### src/rtl/keypad_scan_ctrl.sv
// Keypad scan sequencer: divides clk into scan ticks, debounces the scanner's
// press/key outputs and queues each accepted key-down for the MCU.
module keypad_scan_ctrl #(
  parameter int SCAN_DIV   = 50000,
  parameter int DEBOUNCE   = 4,
  parameter int FIFO_DEPTH = 4
) (
  input  logic                            clk,
  input  logic                            rst_n,
  input  logic                            press,
  input  logic [3:0]                      key_in,
  output logic                            scan_en,
  output logic [3:0]                      key_data,
  output logic                            key_valid,
  input  logic                            key_ack,
  output logic                            intr,
  output logic                            overflow,
  input  logic                            ovf_clr,
  output logic [$clog2(FIFO_DEPTH):0]     count
);

  localparam int DIV_W  = $clog2(SCAN_DIV);
  localparam int DCNT_W = $clog2(DEBOUNCE + 1);
  localparam int AW     = $clog2(FIFO_DEPTH);
  localparam int CW     = AW + 1;

  localparam logic [3:0]        NO_KEY   = 4'd13;
  localparam logic [DIV_W-1:0]  DIV_LAST = DIV_W'(SCAN_DIV - 1);
  localparam logic [DCNT_W-1:0] DEB_LAST = DCNT_W'(DEBOUNCE);
  localparam logic [CW-1:0]     FULL_CNT = CW'(FIFO_DEPTH);

  typedef enum logic [1:0] {
    IDLE   = 2'd0,
    DEB_DN = 2'd1,
    HELD   = 2'd2,
    DEB_UP = 2'd3
  } state_e;

  state_e            state_q, state_d;
  logic [DIV_W-1:0]  div_q, div_d;
  logic [DCNT_W-1:0] dcnt_q, dcnt_d;
  logic [3:0]        cand_q, cand_d;
  logic [AW-1:0]     wptr_q, wptr_d;
  logic [AW-1:0]     rptr_q, rptr_d;
  logic [CW-1:0]     count_q, count_d;
  logic              overflow_q, overflow_d;
  logic [3:0]        mem_q [FIFO_DEPTH];

  logic              tick;
  logic              down;
  logic              sample_down;
  logic              sample_up;
  logic [DCNT_W-1:0] dcnt_inc;
  logic              push;
  logic              full;
  logic              empty;
  logic              do_pop;
  logic              do_push;
  logic              ovf_set;

  always_comb begin
    tick        = (div_q == DIV_LAST);
    div_d       = tick ? '0 : div_q + 1'b1;
    down        = press && (key_in != NO_KEY);
    sample_down = tick && down;
    sample_up   = tick && !down;
    dcnt_inc    = dcnt_q + 1'b1;
  end

  always_comb begin
    state_d = state_q;
    cand_d  = cand_q;
    dcnt_d  = dcnt_q;
    push    = 1'b0;
    case (state_q)
      IDLE: begin
        if (sample_down) begin
          cand_d = key_in;
          dcnt_d = DCNT_W'(1);
          if (DEBOUNCE == 1) begin
            push    = 1'b1;
            state_d = HELD;
          end else begin
            state_d = DEB_DN;
          end
        end
      end
      DEB_DN: begin
        if (sample_down) begin
          if (key_in == cand_q) begin
            dcnt_d = dcnt_inc;
            if (dcnt_inc == DEB_LAST) begin
              push    = 1'b1;
              state_d = HELD;
            end
          end else begin
            cand_d = key_in;
            dcnt_d = DCNT_W'(1);
          end
        end else if (sample_up) begin
          state_d = IDLE;
        end
      end
      HELD: begin
        if (sample_up) begin
          dcnt_d  = DCNT_W'(1);
          state_d = (DEBOUNCE == 1) ? IDLE : DEB_UP;
        end
      end
      DEB_UP: begin
        if (sample_up) begin
          dcnt_d = dcnt_inc;
          if (dcnt_inc == DEB_LAST) state_d = IDLE;
        end else if (sample_down) begin
          state_d = HELD;
        end
      end
      default: state_d = IDLE;
    endcase
  end

  // A down sample in IDLE withholds the advance so the row stays on the candidate.
  assign scan_en = (state_q == IDLE) && sample_up;

  always_comb begin
    full       = (count_q == FULL_CNT);
    empty      = (count_q == '0);
    do_pop     = key_ack && !empty;
    do_push    = push && (!full || do_pop);
    ovf_set    = push && full && !do_pop;
    wptr_d     = do_push ? wptr_q + 1'b1 : wptr_q;
    rptr_d     = do_pop ? rptr_q + 1'b1 : rptr_q;
    count_d    = count_q;
    if (do_push && !do_pop) count_d = count_q + 1'b1;
    if (do_pop && !do_push) count_d = count_q - 1'b1;
    overflow_d = ovf_set || (overflow_q && !ovf_clr);
  end

  always_ff @(posedge clk) begin
    if (!rst_n) begin
      state_q    <= IDLE;
      div_q      <= '0;
      dcnt_q     <= '0;
      cand_q     <= '0;
      wptr_q     <= '0;
      rptr_q     <= '0;
      count_q    <= '0;
      overflow_q <= 1'b0;
    end else begin
      state_q    <= state_d;
      div_q      <= div_d;
      dcnt_q     <= dcnt_d;
      cand_q     <= cand_d;
      wptr_q     <= wptr_d;
      rptr_q     <= rptr_d;
      count_q    <= count_d;
      overflow_q <= overflow_d;
    end
  end

  // Storage needs no reset: key_data is masked whenever the queue is empty.
  always_ff @(posedge clk) begin
    if (rst_n && do_push) mem_q[wptr_q] <= key_in;
  end

  assign key_valid = !empty;
  assign intr      = !empty;
  assign key_data  = empty ? 4'd0 : mem_q[rptr_q];
  assign overflow  = overflow_q;
  assign count     = count_q;

endmodule
### config.mk
export PLATFORM = sky130hd
export DESIGN_NAME = keypad_scan_ctrl
export DESIGN_NICKNAME = d
export VERILOG_FILES = /design/src/rtl/keypad_scan_ctrl.sv
export SDC_FILE = /design/constraint.sdc
export NUM_CORES = 1
export LEC_CHECK = 0
export CAP_MARGIN = 10
export CORE_UTILIZATION = 61
export DETAILED_ROUTE_END_ITERATION = 8
export HOLD_SLACK_MARGIN = 0.1
export PLACE_DENSITY_LB_ADDON = 0.05
export SETUP_SLACK_MARGIN = 0.2
export SLEW_MARGIN = 5
export SYNTH_ARGS = -nofsm -noshare
export SYNTH_HDL_FRONTEND = slang
export SYNTH_SLANG_ARGS = --single-unit
### constraint.sdc
create_clock -name clk -period 3.8 [get_ports clk]
set_input_delay 0.38 -clock clk [delete_from_list [all_inputs] [get_ports clk]]
set_output_delay 0.38 -clock clk [all_outputs]
set_load 0.02 [all_outputs]
# Yosys cells after proc, flatten, opt, wreduce, memory -nomap -nowiden
# Memories as Yosys holds them, arrays and structs flattened. A register that Yosys moved wholly into a read port is not among the register bits.
# Index checks and enable logic that the tools add are counted.
# Widths: inputs -> output; s select.
# totals
register_bits	33
ramBits	16
in_bits	9
out_inout_bits	11
wordCells	93
mem_count	1
# classes
add_sub_neg	6
n_eq_ne	18
mux	31
bitwise_logic	1
n_reduce_logical	28
# mem_list
memory	depth	word_bits	read_ports	rd_clocked_by_memory_dff	wr	line	rtl
mem_q	4	4	1	1	1	47	logic [3:0] mem_q [FIFO_DEPTH];
# op_table
operator	count
$mux 2	11
$mux 3	7
$add 16x1->16 const B	1
$eq 16x16->1 const B	1
$mux 4	4
$ne 3x3->1 const B	5
$logic_and 1x1->1	12
$pmux 3 s4	1
$ne 2x2->1 const B	5
$pmux 2 s4	1
$pmux 4 s2	1
$reduce_and 4->1	2
$reduce_and 7->1	1
$add 3x1->3 const B	2
$eq 3x3->1 const B	2
$logic_not 1->1	6
$mux 1	6
$add 2x1->2 const B	2
$eq 2x2->1 const B	2
$eq 4x4->1	1
$ne 4x4->1 const B	1
$reduce_bool 2->1	2
$logic_not 3->1	1
$sub 3x1->3 const B	1
5 further kinds	6

# Logic depth before layout (Yosys ltp)
# logic_depth
ltp_word	10
mapped_depth	9
mapped_depth_nobuf	9

# Worst setup path after synthesis
# OpenSTA, ideal clock, no wires.
# synth_timing
kind	reg-to-output
start	register div_q[7]
end	output port scan_en
arrival_ps	2035
t_required_ps	3420
setup_slack_ps	1385
path_stages_with_launch	4
path_buffers	0
cell_sequence	dfxtp_1 -> or4b_4 -> or4_4 -> nor4_1
# synth_between
elab_chain_len	3
# synth_rtl
item	line	rtl
from (decl)	40	logic [DIV_W-1:0] div_q, div_d;
from (signal assigned)	151	div_q <= div_d;
$eq 16x16->1	62	tick = (div_q == DIV_LAST);
$logic_and 1x1->1	66	sample_up = tick && !down;
$logic_and 1x1->1	123	assign scan_en = (state_q == IDLE) && sample_up;
to (decl)	12	output logic scan_en,
# No other way between the ends.

# Final worst setup path
# Ends and elaborated chain as after synthesis.

==> metrics.md <==
| Metric | Value |
|---|---|
| Max_slew headroom | 39.31% |
| Layout Nets | around 250 |
| Clock-pin slew on the worst setup and hold paths | about 0.08 ns |
| Starting Density | 64.11% |
| F_max | 0.3266 GHz |
| Final Cycle Share | 80.58% |
| Share of cells above drive strength 1 | between 7 and 8% |
| 1st-pass router iterations | 4 |
| CP required | 3.42 ns |
| Post-route cell area | ~0.0027 sq mm |
| Critical path class | reg2out |
| Clk Latency, worst-skew pair | 0.31 ns |
| Gate count after technology mapping | 217 |
| Placer's final routability congestion estimate | 0.7809 |
| Crit path arrival time | 2.68 ns |
| DRT antenna net count | 0 |
| Status | complete, no violations |
| Crit-path slowest cell | clkdlybuf4s50_1 |
| FP Rows | 22 |
| Cells along the critical path | or4b_4 > or4_4 > nor4_1 > clkdlybuf4s50_1 |
| Unique cell type count in the Yosys netlist | 44 |
| Seq cells post-synth | 51 |
| Syn nets | roughly 230 |
| Worst path max stage delay | 0.67 ns |
| Fin Hold WS | between 0.4 and 0.5 ns |
| CTS root buf | clkbuf_8 |
| Slew @ Worst Pin | 0.8976 ns |
| Post-synth EDFFs | 16 |
| Worst vdd ir | between 0.2 and 0.25 mV |
| Grt ovf | 0 |
| Post-synth top area cell | dfxtp_1 |
| Max-Cap Viols | 0 |
| Main synth FF type | dfxtp_1 |
| Final Hold Vio Count | 0 |
| CP top delay family | simple AND/OR/NAND/NOR gates |
| RR Startpoint | div_q[7]$_SDFF_PP0_ |
| Routed wire length | about 4200 microns |
| Vias in the first global route | approximately 1600 |
| Critical Path Start Type | flop |
| Hold Crit Endpoint | div_q[0]$_SDFF_PP0_ |
| Area of the core | between 0.003 and 0.004 sq mm |
| Synth area leaders | dfxtp_1, edfxtp_1, xor2_1 |
| Post-synth ARST share | 0% |
| RSZ-0062 raised after global routing | no |
| Hold_buf cts | 0 |
| Slew Limit Fails | 0 |
| CP Buf/Inv Count | 1 |
| Die ar. | 0.004160 sq mm |
| Synth warn | 0 |
| DR WL/cell | 14.87 microns |
| Port buffer count | 19 |
| Hold path cells | 1 |
| Initial antenna violation count | 0 |
| GRT Overall Usage | between 20 and 25% |
| Initial DRC Count | 63 |
| Post-synthesis area per instance | 10.98 sq um |
| Via count | 1619 |
| CTS tree | built |
| Reg2Reg Depth | 4 |
| Post-synthesis sequential area ratio | 49.58% |
| Hpwl dp | 3162 microns |
| Reported leakage power | between 0.0009 and 0.001 uW |
| P per Cell Area | 333.6 mW/mm^2 |
| Place WS | 0.7750 ns |
| # diodes | 0 |
| Worst hold path class | reg2reg |
| Chip height | 64.50 microns |
| Setup violations, final | 0 |
| Crit. End Element | output pin |
| Worst R2R End | mem_q[3][3]$_DFFE_PP_ |
| DRC Markers | 0 |
| Post-synth top area share | a little under 30% |
| Number of H-tree levels | 2 |
| Top fanout value on the critical path | 4 |
| CTS Sinks | 51 |
| Setup TNS | 0 ns |
| DIE WIDTH | 64.50 microns |
| Flop-to-flop setup slack | ~1.2 ns |
| Setup ws final | 0.7380 ns |
| Number of top-level pins | 20 |
| Syn Std Cell Area | 0.002382 sq mm |
| Period minus WS final | 3.062 ns |
| Clk_skew | 0.01225 ns |
| Vias per cell | 5.681 |
| CTS max path bufs | 2 |
| CTS-repair resized insts | 0 |
| Final Non-Filler Cells | 285 |
| Global-route wire length before repair | 7293 microns |
| Hold Crit Start | div_q[0]$_SDFF_PP0_ |
| Placed cell area | around 0.0026 sq mm |
| Largest net degree at the start of global routing | 29 |
| Placed Cells | 277 |
| Number of CTS-inserted buffers | 5 |
| Setup Buffers After CTS | 0 |
| Synth-to-Final Area Change | 12.55% |
## per-stage QoR
stage          utilization [%]  total power [uW]
2_1_floorplan                -             593.8
3_3_place_gp             70.00             607.6
3_5_place_dp             70.00             609.9
4_1_cts                  72.15             898.1
5_1_grt                  72.15             919.5
6_report                 72.15             894.6
## area by class of cell
type,count,area [sq um]
multi-input combinational,155,1155
clock inverter,2,7.507
sequential,51,1181
inverter,4,15.01
tap,48,60.06
clock buffer,6,72.57
fill,279,1035
timing repair buffer,19,190.2
## flip-flops by register name, indices dropped and copies added, names as in the netlist, named ones only
name,flops
rptr_q,2
count,3
div_q,16
cand_q,4
mem_q,16
dcnt_q,3
overflow,1
wptr_q,2
state_q,2
## layer usage
metal / vias to the layer above / wire (microns) / track usage [%]
li1: 806 / - / -
met1: 786 / 1857 / 26.94
met2: 20 / 2209 / 40.53
met3: 7 / 121 / 6.514
met4: 0 / 50 / 8.333
met5: - / 0 / 0
## worst max path at each step
stage / start / end / slack [ns] / cells after the start
after detailed placement: key_in[2] / count[2]$_SDFFE_PN0P_ / 0.77 / 9
after global routing: div_q[6]$_SDFF_PP0_ / scan_en / 0.65 / 4
after floorplan: div_q[7]$_SDFF_PP0_ / scan_en / 1.38 / 3
after CTS: div_q[7]$_SDFF_PP0_ / scan_en / 0.73 / 4
after global placement: key_in[2] / count[2]$_SDFFE_PN0P_ / 0.81 / 9
final: div_q[7]$_SDFF_PP0_ / scan_en / 0.74 / 4
## cells in the final DEF (no fill, tap or decap), drive strengths merged, types with 5 or more instances in the layout
cell | Yosys | routed
nand2b | 5 | 5
and2 | 12 | 12
nand2 | 17 | 17
clkdlybuf4s50 | 0 | 19
edfxtp | 16 | 16
mux2i | 7 | 7
nor2b | 6 | 6
clkbuf | 5 | 6
nor2 | 19 | 19
or3 | 5 | 5
nor4 | 5 | 5
xnor2 | 8 | 8
dfxtp | 35 | 35
a21oi | 5 | 5
xor2 | 11 | 11
ha | 7 | 7
nand3 | 5 | 5
o21ai | 6 | 6
and3 | 8 | 8
## cell families (layout without fill, tap and decap cells)
group	Yosys count	count (layout)	share of synthesized area (%)
AO/OA/AOI/OAI	20	20	5.830
flip-flops	51	51	49.58
adder cells (fa/ha/maj)	8	8	4.517
multiplexers	11	11	6.723
XOR/XNOR	19	19	6.985
buffers and inverters	11	31	1.943
AND/OR/NAND/NOR	97	97	24.42
## synthesized netlist by cell type (all sizes together) (6+ instances only)
cell,instances
and3,8
xnor2,8
ha,7
nand2,17
edfxtp,16
nor2,19
nor2b,6
and2,12
xor2,11
o21ai,6
mux2i,7
dfxtp,35
## power breakdown
part           total, uW  internal (uW)  switching (uW)
Sequential           566            563            2.83
Clock                297            126             171
Combinational       31.8           13.8            18.0
No activity file was read; power rests on OpenSTA's default activity.
